===== src/rtl/debounce_pkg.sv =====
// Shared constants and per-channel event bundle for the button debounce array.
package debounce_pkg;

   // Default build-time constants shared by the channel and the array top.
   localparam int unsigned DEF_N_CH          = 4;
   localparam int unsigned DEF_STABLE_CYCLES = 256;
   localparam int unsigned DEF_LONG_CYCLES   = 65536;
   localparam bit          DEF_ACTIVE_LOW    = 1'b1;

   // Everything one debounced channel reports, all active high.
   typedef struct packed {
      logic level;       // debounced pressed state
      logic press;       // one-cycle pulse on level rise
      logic rel;         // one-cycle pulse on level fall
      logic toggle;      // flips on every press pulse
      logic long_press;  // one-cycle pulse once a press has been held long enough
   } btn_evt_t;

endpackage


===== src/rtl/debounce_channel.sv =====
// One button channel: synchronizer, stability filter, edge pulses,
// press toggle and saturating hold timer for long-press detection.
module debounce_channel
   import debounce_pkg::*;
#(
   parameter int unsigned STABLE_CYCLES = DEF_STABLE_CYCLES,
   parameter int unsigned LONG_CYCLES   = DEF_LONG_CYCLES,
   parameter bit          ACTIVE_LOW    = DEF_ACTIVE_LOW
) (
   input  logic     clk,
   input  logic     rst_n,
   input  logic     btn_raw,
   output btn_evt_t evt
);

   localparam int unsigned SW = $clog2(STABLE_CYCLES);
   localparam int unsigned HW = $clog2(LONG_CYCLES + 1);

   localparam logic          IDLE_RAW    = ACTIVE_LOW ? 1'b1 : 1'b0;
   localparam logic [SW-1:0] STABLE_LAST = SW'(STABLE_CYCLES - 1);
   localparam logic [HW-1:0] LONG_MAX    = HW'(LONG_CYCLES);
   localparam logic [HW-1:0] LONG_LAST   = HW'(LONG_CYCLES - 1);

   logic [1:0]    sync_q;
   logic          sync_lvl;
   logic [SW-1:0] stab_cnt;
   logic [HW-1:0] hold_cnt;
   logic          level_q;
   logic          press_q;
   logic          rel_q;
   logic          toggle_q;
   logic          long_q;

   // Two-flop synchronizer, reset to the raw value of an unpressed button.
   // NOTE: sequential state uses non-blocking (<=) so every flop samples pre-edge values.
   always_ff @(posedge clk or negedge rst_n) begin
      if (!rst_n) sync_q <= {2{IDLE_RAW}};
      else        sync_q <= {sync_q[0], btn_raw};
   end

   // Normalise polarity so 1 always means pressed.
   assign sync_lvl = sync_q[1] ^ ACTIVE_LOW;

   // Stability filter: accept a new level only after STABLE_CYCLES disagreeing cycles.
   always_ff @(posedge clk or negedge rst_n) begin
      if (!rst_n) begin
         stab_cnt <= '0;
         level_q  <= 1'b0;
         press_q  <= 1'b0;
         rel_q    <= 1'b0;
         toggle_q <= 1'b0;
      end else begin
         // NOTE: pulses default low each cycle so they can only last one clock.
         press_q <= 1'b0;
         rel_q   <= 1'b0;
         if (sync_lvl == level_q) begin
            stab_cnt <= '0;
         end else if (stab_cnt == STABLE_LAST) begin
            stab_cnt <= '0;
            level_q  <= sync_lvl;
            press_q  <= sync_lvl;
            rel_q    <= ~sync_lvl;
            toggle_q <= toggle_q ^ sync_lvl;
         end else begin
            stab_cnt <= stab_cnt + SW'(1);
         end
      end
   end

   // Hold timer: counts while pressed, saturates, fires long_press once on arrival.
   always_ff @(posedge clk or negedge rst_n) begin
      if (!rst_n) begin
         hold_cnt <= '0;
         long_q   <= 1'b0;
      end else begin
         long_q <= level_q && (hold_cnt == LONG_LAST);
         if (!level_q)                 hold_cnt <= '0;
         else if (hold_cnt != LONG_MAX) hold_cnt <= hold_cnt + HW'(1);
      end
   end

   assign evt.level      = level_q;
   assign evt.press      = press_q;
   assign evt.rel        = rel_q;
   assign evt.toggle     = toggle_q;
   assign evt.long_press = long_q;

endmodule


===== src/rtl/button_debounce_array.sv =====
// Array of independent debounced buttons; one debounce_channel per input pin.
module button_debounce_array
   import debounce_pkg::*;
#(
   parameter int unsigned N_CH          = DEF_N_CH,
   parameter int unsigned STABLE_CYCLES = DEF_STABLE_CYCLES,
   parameter int unsigned LONG_CYCLES   = DEF_LONG_CYCLES,
   parameter bit          ACTIVE_LOW    = DEF_ACTIVE_LOW
) (
   input  logic            clk,
   input  logic            rst_n,
   input  logic [N_CH-1:0] btn_raw,
   output logic [N_CH-1:0] level,
   output logic [N_CH-1:0] press,
   output logic [N_CH-1:0] rel,
   output logic [N_CH-1:0] toggle,
   output logic [N_CH-1:0] long_press
);

   btn_evt_t evt [N_CH];

   // One channel instance per button, outputs fanned back out as bit vectors.
   for (genvar g = 0; g < N_CH; g++) begin : g_ch
      debounce_channel #(
         .STABLE_CYCLES (STABLE_CYCLES),
         .LONG_CYCLES   (LONG_CYCLES),
         .ACTIVE_LOW    (ACTIVE_LOW)
      ) u_ch (
         .clk     (clk),
         .rst_n   (rst_n),
         .btn_raw (btn_raw[g]),
         .evt     (evt[g])
      );

      assign level[g]      = evt[g].level;
      assign press[g]      = evt[g].press;
      assign rel[g]        = evt[g].rel;
      assign toggle[g]     = evt[g].toggle;
      assign long_press[g] = evt[g].long_press;
   end

endmodule


===== config.mk =====
export PLATFORM = sky130hd
export DESIGN_NAME = button_debounce_array
export DESIGN_NICKNAME = d
export VERILOG_FILES = /design/src/rtl/debounce_pkg.sv /design/src/rtl/debounce_channel.sv /design/src/rtl/button_debounce_array.sv
export SDC_FILE = /design/constraint.sdc
export NUM_CORES = 1
export LEC_CHECK = 0
export ABC_CLOCK_PERIOD_IN_PS = 1800
export CAP_MARGIN = 25
export CORE_MARGIN = 1.5
export CORE_UTILIZATION = 50
export CTS_CLUSTER_DIAMETER = 60
export DETAILED_ROUTE_END_ITERATION = 7
export GPL_TIMING_DRIVEN = 0
export PLACE_DENSITY = 0.67
export SETUP_SLACK_MARGIN = 0.1
export SLEW_MARGIN = 10
export SYNTH_ARGS = -nofsm -noshare
export SYNTH_HDL_FRONTEND = slang
export SYNTH_SLANG_ARGS = --single-unit

===== constraint.sdc =====
create_clock -name clk -period 1.8 [get_ports clk]
set_input_delay 0.54 -clock clk [delete_from_list [all_inputs] [get_ports clk]]
set_output_delay 0.54 -clock clk [all_outputs]
set_load 0.05 [all_outputs]

Yosys cells after proc, flatten, opt, wreduce, memory -nomap -nowiden
Cells that the tools add are included.
- input bits: 6
- bits in registers: 128
- output and inout port bits: 20
- word-level logic and storage cells: 112
- reduce and logical (&&, ||, !) cells: 8
- equality and inequality tests: 20
- mux-type cells: 32
- bitwise operators: 12
- add/sub/neg operators: 8
- operator list (kind ; number):
    2-to-1 mux 17 bit ; 8
    adder 17 x 1 -> 17 bit (second input constant) ; 4
    == test 17 x 16 -> 1 bit (second input constant) ; 4
    != test 17 bit (second input constant) ; 4
    2-to-1 mux 8 bit ; 8
    adder 8 x 1 -> 8 bit (second input constant) ; 4
    == test 8 bit (second input constant) ; 4
    2-to-1 mux 1 bit ; 16
    != test 2 bit (second input constant) ; 4
    NOT 1 bit ; 8
    AND reduction 2 bit ; 4
    == test 1 bit ; 4
    logical AND 1 bit ; 4
    XOR 1 bit ; 4

Logic depth before layout (Yosys ltp)
Gate-level depths: netlist (run 1).
- depth after elaboration: 4
- depth in mapped cells: 7
- mapped depth without buffers: 6

Modules after synthesis
From an unflattened synthesis (run 1), not the netlist that was laid out.
- cells, all modules: 588
- area total of the unflattened synthesis: 6422.4 um2
- by module, submodules not included (module ; cells an instance ; times used ; area each (um2) ; seq. area each (um2)):
    debounce_channel at g_ch[0].u_ch ... ; 147 ; 3 ; 1596.5 ; 803.3
    debounce_channel at g_ch[1].u_ch ; 147 ; 1 ; 1632.8 ; 803.3

Worst setup path before layout (run 1)
No wires, ideal clock.
- kind: flip-flop to flip-flop
- from: register g_ch[0].u_ch.hold_cnt[0]
- to: register g_ch[0].u_ch.hold_cnt[2]
- period minus slack after synthesis: 1696 ps
- arrival time: 1575 ps
- required time: 1679 ps
- cell stages (with the launch flop): 8
- library setup time: 121 ps
- slack: 104 ps
- buffers on the path: 1
- cells stage by stage: dfrtp_1 -> inv_1 -> ha_1 -> nor4b_1 -> nand4_1 -> or3_1 -> clkbuf_1 -> a22o_1
- longest elaborated chain between the ends: 3
- elaborated cells on any way between the ends: 5
- classes of those cells: add/sub: 1; eq/ne: 2; mux: 2
- RTL lines (element ; line ; source):
    start: declaration ; debounce_channel.sv:27 ; logic [HW-1:0] hold_cnt;
    start signal: assignment ; debounce_channel.sv:78 ; else if (hold_cnt != LONG_MAX) hold_cnt <= hold_cnt + HW'(1);
    adder 17 x 1 -> 17 bit ; debounce_channel.sv:78 ;
    2-to-1 mux 17 bit ; debounce_channel.sv:78 ;
    2-to-1 mux 17 bit ; debounce_channel.sv:77 ; if (!level_q) hold_cnt <= '0;
Several ways; a longest one is shown, not always the timed one. The select of a mux whose other input is x is not followed.
A chain may end at the register's enable or synchronous reset.

Final worst setup path (run 1)
- from: register g_ch[0].u_ch.hold_cnt[1]
- to: register g_ch[0].u_ch.hold_cnt[2]
The elaborated chain is that of the path after synthesis.

==> summary by stage, run 1 <==
Run status
The flow ran to the end, and the final reports show no timing, DRC or antenna violations.

Logic synthesis
The net count after synthesis is ~630. The count of mapped cells out of synthesis is 603. Of the total synthesized cell area, the portion taken by full adders, half adders and majority gates is around 3.2%. The area fraction in compound gates after synthesis is about 3.9%. The number of register bits inferred by synthesis is roughly 130.

The mean instance size in the synthesized netlist is 10.25 um^2. Of the post-synthesis cell area, the part taken by muxes is between 1 and 1.5%. The number of library cell types mapped by synthesis is 39. The largest family of logic cells by synthesized area is simple AND/OR/NAND/NOR gates. Of the total synthesized cell area, the portion taken by XOR and XNOR cells is 10.34%. The cell type with the largest total area after synthesis is dfrtp_1. For this run, the register share of the synthesized area comes to approximately 52%. Of the post-synthesis cell area, the dominant cell type holds ~50%. The post-synthesis simple-gate area fraction is about a quarter.

The Yosys step of the flow raised 0 warnings. After synthesis the cells add up to 6181 um^2. By area the synthesized netlist is led by dfrtp_1 (49%), xnor2_1 (6.0%), xor2_1 (4.4%), and2_1 (3.7%), dfstp_2 (3.4%).

Global routing
The remaining global-route overflow is 0. In the global route stage, overall resource usage came out at about a fifth. The first global-routing pass estimated 19,820 um of wire. The initial antenna violation count came to 0. The number of global-route vias before repair was between 4k and 5k.

Entering global routing, the biggest net connects 70 pins.

STA
At the pin with the least slew margin, the transition time is approximately 0.57 ns. The tightest hold path in the finished design has a slack of approximately 0.085 ns. The final period utilization is a little over nine tenths. The final number of hold-violating endpoints was 0. The post-route clock skew is 0.006652 ns. The worst path in the final design needs a cycle of between 1.5 and 2 ns, including I/O delays and setup. The worst path meets setup with about 0.10 ns of slack. Based on the critical path, the design can be clocked at up to roughly 600 MHz. The final-report max-slew violation count is 0.

The worst slew margin relative to its limit is between 60% and 70%. Setup repair after global routing could not meet its margin everywhere. Setup violations remaining at the end of the flow were counted as 0.

Die
The die covers about 13,000 um^2. The chip width is about 110 um. The number of core rows is 40.

26 I/O pins were placed. In this run the standard cell core region covers 12,010 um^2. The height of the die is 114.2 um. For this configuration, the core starts out at a cell density of roughly half.

Cells and area
The final antenna diode count is 0. At the end of the flow, the number of nets in the layout was roughly 700. The area added between synthesis and finish is 21.05%. The number of fill cells in the layout is about 990.

The finished layout holds 828 standard cells, fillers aside. The share of final-layout standard cells stronger than drive strength 1 is a little over a fifth.

Route
The routed wire length per instance is about 14 um. The first routing iteration left between 150 and 200 violations. The total number of vias is approximately 4.3k.

The routed design has approximately 11,000 um of wire. The first-pass iteration count of the detailed router is 4. The detailed-route vias per instance is between 5 and 6. In this run the remaining antenna-violating nets after routing total 0. The final routed DRC violation total is 0.

Clocking
TritonCTS built the clock tree. The clock edge transition at the registers on the reported setup and hold paths is about 0.06 ns. The later pin in the worst-skew pair is clocked with a latency of around 0.4 ns. The clock net sink count is approximately 130. The CTS buffer count is 17. The buffer depth of the longest clock path is 2. The root buffer cell chosen for the clock tree is clkbuf_16.

Buffers inserted to repair hold after CTS numbered 0. The H-tree was split into 4 levels.

Placement
Including well taps, the total number of placed cells is 776. The number of buffer cells added on primary ports is 25. The global placer's final weighted congestion is 0.8223. After legalization and detailed placement, the total HPWL measured 7266 um. The minimum setup slack after placement is -0.09973 ns.

Setup path
The required time of the critical path is roughly 2.1 ns. The startpoint kind of the worst setup timing path is a flop. In this run the critical register-to-register path is captured at g_ch[0].u_ch.hold_cnt[2].

The endpoint type of the worst setup path is a flop. The startpoint identified for the worst register-to-register timing path is g_ch[0].u_ch.hold_cnt[1]. The worst setup path is of the flop to flop kind. Measured in cells, the most critical reg-to-reg path has a length of 7. Along the worst path, the maximum fanout reaches 6. The arrival time of data at the critical path endpoint is around 2.0 ns.

Setup slack on the worst reg-to-reg path comes out at just over 0.1 ns.

Power and ir drop
In this run the static leakage power is 0.003353 uW. For this design the ratio of total power to cell area is ~860 nW/um^2. The worst-case IR drop observed on VDD is about 0.64 mV.

Summing internal, switching and leakage power gives 6445 uW.

Worst hold path
The class of the tightest hold or removal check is input port to async pin.

Flow run
The number of violations of the max-capacitance limit is 0.
[Yosys cell counts, drive strengths merged]
cell,count
mux2i,8
dfrtp,120
or4b,1
nand3b,3
o21ai,15
nand3,38
dfstp,8
a22o,1
nand4,15
or3,20
nand2b,5
clkinv,1
nor3,25
and3b,1
ha,16
a21bo,1
nor2,46
o211ai,1
buf,24
nand2,45
clkbuf,12
nor4b,8
and4,3
nor2b,5
inv,19
a21oi,15
a21boi,9
and2,37
xnor2,42
xor2,31
and3,11
nor4,17
[metrics by stage]
stage	util (%)	cell area [um^2]	TNS [ns]
2_1_floorplan	-	6181	0
3_3_place_gp	55.07	6615	-600.52
3_5_place_dp	55.31	6644	-0.4832
4_1_cts	60.28	7241	0
5_1_grt	62.29	7482	0
6_report	62.29	7482	0
[registers in the layout (all words and copies together) (netlist names)]
signal,count
g_ch.u_ch.press_q,4
g_ch.u_ch.rel_q,4
g_ch.u_ch.stab_cnt,32
g_ch.u_ch.toggle_q,4
g_ch.u_ch.long_q,4
g_ch.u_ch.level_q,4
g_ch.u_ch.sync_q,8
g_ch.u_ch.hold_cnt,68
[cell usage in the layout, fill, tap and decap left out, drive strengths merged, types with 16 or more instances in the layout]
| cell | n |
|---|---|
| and2 | 37 |
| buf | 67 |
| clkbuf | 35 |
| dfrtp | 120 |
| ha | 16 |
| inv | 21 |
| nand2 | 45 |
| nand3 | 38 |
| nor2 | 46 |
| nor3 | 25 |
| nor4 | 17 |
| or3 | 20 |
| xnor2 | 42 |
| xor2 | 31 |
[kinds of logic after synthesis]
| group | Yosys count |
|---|---|
| AND/OR/NAND/NOR | 280 |
| flip-flops | 128 |
| XOR/XNOR | 73 |
| buffers and inverters | 56 |
| AO/OA/AOI/OAI | 42 |
| adder cells (fa/ha/maj) | 16 |
| multiplexers | 8 |
[worst max-delay path by stage]
stage,endpoint,startpoint,depth (start not counted)
floorplan,g_ch[0].u_ch.hold_cnt[2],g_ch[0].u_ch.hold_cnt[0],7
global placement,g_ch[1].u_ch.stab_cnt[5],rst_n,1
detailed placement,level[2],g_ch[2].u_ch.level_q,2
CTS,level[2],g_ch[2].u_ch.level_q,2
global route,g_ch[2].u_ch.hold_cnt[0],g_ch[2].u_ch.hold_cnt[0],7
finish,g_ch[0].u_ch.hold_cnt[2],g_ch[0].u_ch.hold_cnt[1],7
[layout make-up]
type / count / area [um^2] / area share (%)
well taps: 147 / 183.9 / 2.458
flip-flops and latches: 128 / 3219 / 43.03
plain buffers: 35 / 224.0 / 2.993
multi-input cells: 419 / 2835 / 37.89
inverters: 20 / 75.07 / 1.003
clock buffers: 24 / 481.7 / 6.438
clock inverters: 8 / 103.9 / 1.388
repair buffers: 47 / 359.1 / 4.799
[power by group]
group | total [uW] | switching, uW | leakage (uW) | internal (uW)
logic | 127 | 84.9 | 0.00133 | 41.7
clock network | 3370 | 1220 | 0.000285 | 2150
registers | 2950 | 30.1 | 0.00174 | 2920
total | 6450 | 1330 | 0.00335 | 5110
[repair_timing]
action / in CTS / in global routing
pin swaps: 5 / 5
setup endpoints to repair: 30 / 28
buffers inserted: 4 / 17
resized for setup: 121 / 38
[worst max-delay path, stage by stage, from the launching register on]
cell and delay [ns]:
dfrtp_1 0.41, inv_2 0.10, ha_4 0.13, nor4b_4 0.17, nand4_1 0.12, or3_4 0.35, buf_8 0.14, a22o_1 0.17
[metal layers]
layer,global-route usage (%),part of all wire [%],up-vias
met5,0,0,-
met1,24.79,45,2114
met3,5.294,2.6,17
met4,8.500,1.8,0
met2,31.08,50,46
li1,-,-,2169
Power figures use the tool's default switching activity.
==> run 2: changes to the inputs <==
--- a/config.mk
+++ b/config.mk
@@ -6,7 +6,6 @@
 export NUM_CORES = 1
 export LEC_CHECK = 0
 export ABC_CLOCK_PERIOD_IN_PS = 1800
-export CAP_MARGIN = 25
 export CORE_MARGIN = 1.5
 export CORE_UTILIZATION = 50
 export CTS_CLUSTER_DIAMETER = 60
==> run 2 against run 1 <==
Compared with the run above: critical path depth unchanged; sequential share of layout area did not move; routed wire length stayed put; sequential power hardly changed.
==> summary by stage, run 2 (synthesized netlist as in run 1, its figures left out) <==
Run status
Result of the run: completed (unchanged).

Cells and area
The number of nets in the layout is 690 (unchanged). The final core utilization is 62.29% (unchanged). The number of fill cells in the layout is 989 (unchanged). Top Registers: g_ch.u_ch.hold_cnt: 68 flops, g_ch.u_ch.stab_cnt: 32 flops, g_ch.u_ch.sync_q: 8 flops (unchanged). The share of final-layout standard cells stronger than drive strength 1 is 21.15% (unchanged). The flip-flop count of the largest register after layout is 68 (unchanged).

Most used cells in the layout excluding fill and tap cells: dfrtp_1 (115), nor2_1 (46), buf_4 (46) (unchanged). The register name with the most flops is g_ch.u_ch.hold_cnt (unchanged). The area added between synthesis and finish is 21.05% (unchanged). The commonest non-fill, non-tap cell in the layout is dfrtp_1 (unchanged).

The final antenna diode count is 0 (unchanged).

Die
The chip width is 114.2 um (unchanged). The height of the die is 114.2 um (unchanged). The I/O pin total is 26 (unchanged).

The total die area came to 13,040 um^2 (unchanged). The core footprint is 12,010 um^2 (unchanged). The initial core utilization is 51.46% (unchanged). The number of core rows is 40 (unchanged).

Global routing
The total global-route track usage is 19.38% (unchanged). The remaining global-route overflow is 0 (unchanged). The wire length of the first global-routing pass was 19,820 um (unchanged). The largest net degree at the start of global routing is 70 (unchanged).

The initial antenna violation count is 0 (unchanged). The number of global-route vias before repair is 4,226 (unchanged).

Setup path
Crit-path cells: inv_2 -> ha_4 -> nor4b_4 -> nand4_1 -> or3_4 -> buf_8 -> a22o_1 (unchanged). The startpoint kind of the worst setup timing path is a flop (unchanged). The highest-delay cell along the critical path is dfrtp_1 (unchanged). The endpoint type of the worst setup path is a flop (unchanged). The arrival time of data at the critical path endpoint is 2.00 ns (about the same).

The longest individual stage delay on the worst path is 0.41 ns (about the same). The highest net fanout along the worst path is 6 (unchanged). The required time of the critical path is 2.10 ns (about the same).

The worst setup path category is flop to flop (unchanged). The worst reg2reg path depth is 7 (unchanged). The startpoint of the worst-slack reg-to-reg timing path is g_ch[0].u_ch.hold_cnt[1] (unchanged). The end of the worst register-to-register path is g_ch[0].u_ch.hold_cnt[2] (unchanged).

The reg2reg setup slack is 0.10 ns (about the same).

STA
The transition time of the tightest slew-check pin is 0.5659 ns (unchanged). The maximum clock frequency is 589.1 MHz (unchanged). The number of failing setup endpoints in the final timing report came to 0 (unchanged). RSZ-0062 raised after global routing: yes (unchanged). The worst slew margin relative to its limit was 62.28% (unchanged). The time the worst path needs with I/O delays and setup was 1.697 ns (unchanged). The sum of negative setup slack is 0 ns (unchanged). The final number of hold-violating endpoints is 0 (unchanged).

The final-report max-slew violation count is 0 (unchanged). The post-route clock skew is 0.006652 ns (unchanged). The final period utilization is 94.30% (unchanged).

Route
The final routed DRC violation total is 0 (unchanged). The total detailed-routing wirelength was 11,460 um (unchanged). The first-pass iteration count of the detailed router is 4 (unchanged). The detailed router's first-iteration violation count is 186 (unchanged). The detailed-route vias per instance is 5.249 (unchanged). The routed wire length per instance was 13.84 um (unchanged).

The remaining antenna violation count after routing is 0 (unchanged). The total number of vias came to 4,346 (unchanged).

Power and ir drop
The worst-case vdd ir drop came to 0.6413 mV (unchanged). The total power per unit cell area is 861.4 nW/um^2 (unchanged). The power consumption was 6445 uW (unchanged).

The leakage power figure is 0.003353 uW (unchanged).

Clocking
The clock net sink count came to 128 (unchanged). The H-tree depth reported by CTS is 4 (unchanged). The CTS buffer count is 17 (unchanged). The clock edge transition at the registers on the reported setup and hold paths is 0.06 ns (about the same). The buffer depth of the longest clock path is 2 (unchanged). The clock latency on the worst-skew pair is 0.41 ns (about the same). The CTS tree is yes (unchanged). The clock tree root driver cell was clkbuf_16 (unchanged).

Flow run
The number of violations of the max-capacitance limit is 0 (unchanged).

Placement
The global placer's final weighted congestion is 0.8223 (unchanged). The number of buffer cells added on primary ports was 25 (unchanged). The post-DP HPWL came to 7266 um (unchanged).

Worst hold path
The class of the tightest hold or removal check was input port to async pin (unchanged).
[run 2: cell counts in the layout (fill, tap and decap cells not counted)]
No cell type changed its count.
[run 2: per-layer routing]
metal / track usage (%) / routed length, um
met4: 8.500 / 202
met3: 5.294 / 300
met1: 24.79 / 5208
met5: 0 / 0
met2: 31.08 / 5746
[run 2: worst max-delay path by stage]
stage                               end  slack [ns]  cells past startpoint                startpoint
2_1_floorplan  g_ch[0].u_ch.hold_cnt[2]        0.10                      7  g_ch[0].u_ch.hold_cnt[0]
3_3_place_gp   g_ch[1].u_ch.stab_cnt[5]       -4.79                      1                     rst_n
3_5_place_dp                   level[2]        -0.1                      2      g_ch[2].u_ch.level_q
4_1_cts                        level[2]        0.04                      2      g_ch[2].u_ch.level_q
5_1_grt        g_ch[2].u_ch.hold_cnt[0]       0.007                      7  g_ch[2].u_ch.hold_cnt[0]
6_report       g_ch[0].u_ch.hold_cnt[2]        0.10                      7  g_ch[0].u_ch.hold_cnt[1]
[run 2: critical path, delay by kind of cell, from the launching register on]
| kind | cells | cell delay [ns] |
|---|---|---|
| compound gates | 1 | 0.17 |
| fa+ha+maj | 1 | 0.13 |
| buf+inv | 2 | 0.24 |
| flops | 1 | 0.41 |
| simple gates | 3 | 0.64 |
[run 2: repair_timing]
action                                  in CTS  in global routing
hold buffers                                 0                  0
pin swaps                                    5                  5
gates resized for setup                    121                 38
endpoints found under the setup margin      30                 28
setup buffers                                4                 17
[run 2: metrics by stage]
| stage | cells | hold slack [ns] | cell area, um^2 | setup slack (ns) |
|---|---|---|---|---|
| global placement | 775 | 0.3462 | 6615 | -4.794 |
| detailed placement | 776 | 0.3472 | 6644 | -0.09973 |
| CTS | 812 | 0.1119 | 7241 | 0.04302 |
| floorplan | 603 | 0.2444 | 6181 | 0.1043 |
| finish | 828 | 0.08520 | 7482 | 0.1026 |
| global route | 828 | 0.1308 | 7482 | 0.006968 |
[run 2: report_power, final]
group,internal (uW),switching [uW],total [uW]
Clock,2150,1220,3370
Sequential,2920,30.1,2950
Combinational,41.7,84.9,127
Total,5110,1330,6450
[run 2: final cells by class]
class	instances	area [um^2]	share of cell area, %
inverters	20	75.07	1.003
repair buffers	47	359.1	4.799
multi-input cells	419	2835	37.89
clock inverters	8	103.9	1.388
flip-flops and latches	128	3219	43.03
clock buffers	24	481.7	6.438
well taps	147	183.9	2.458
plain buffers	35	224.0	2.993
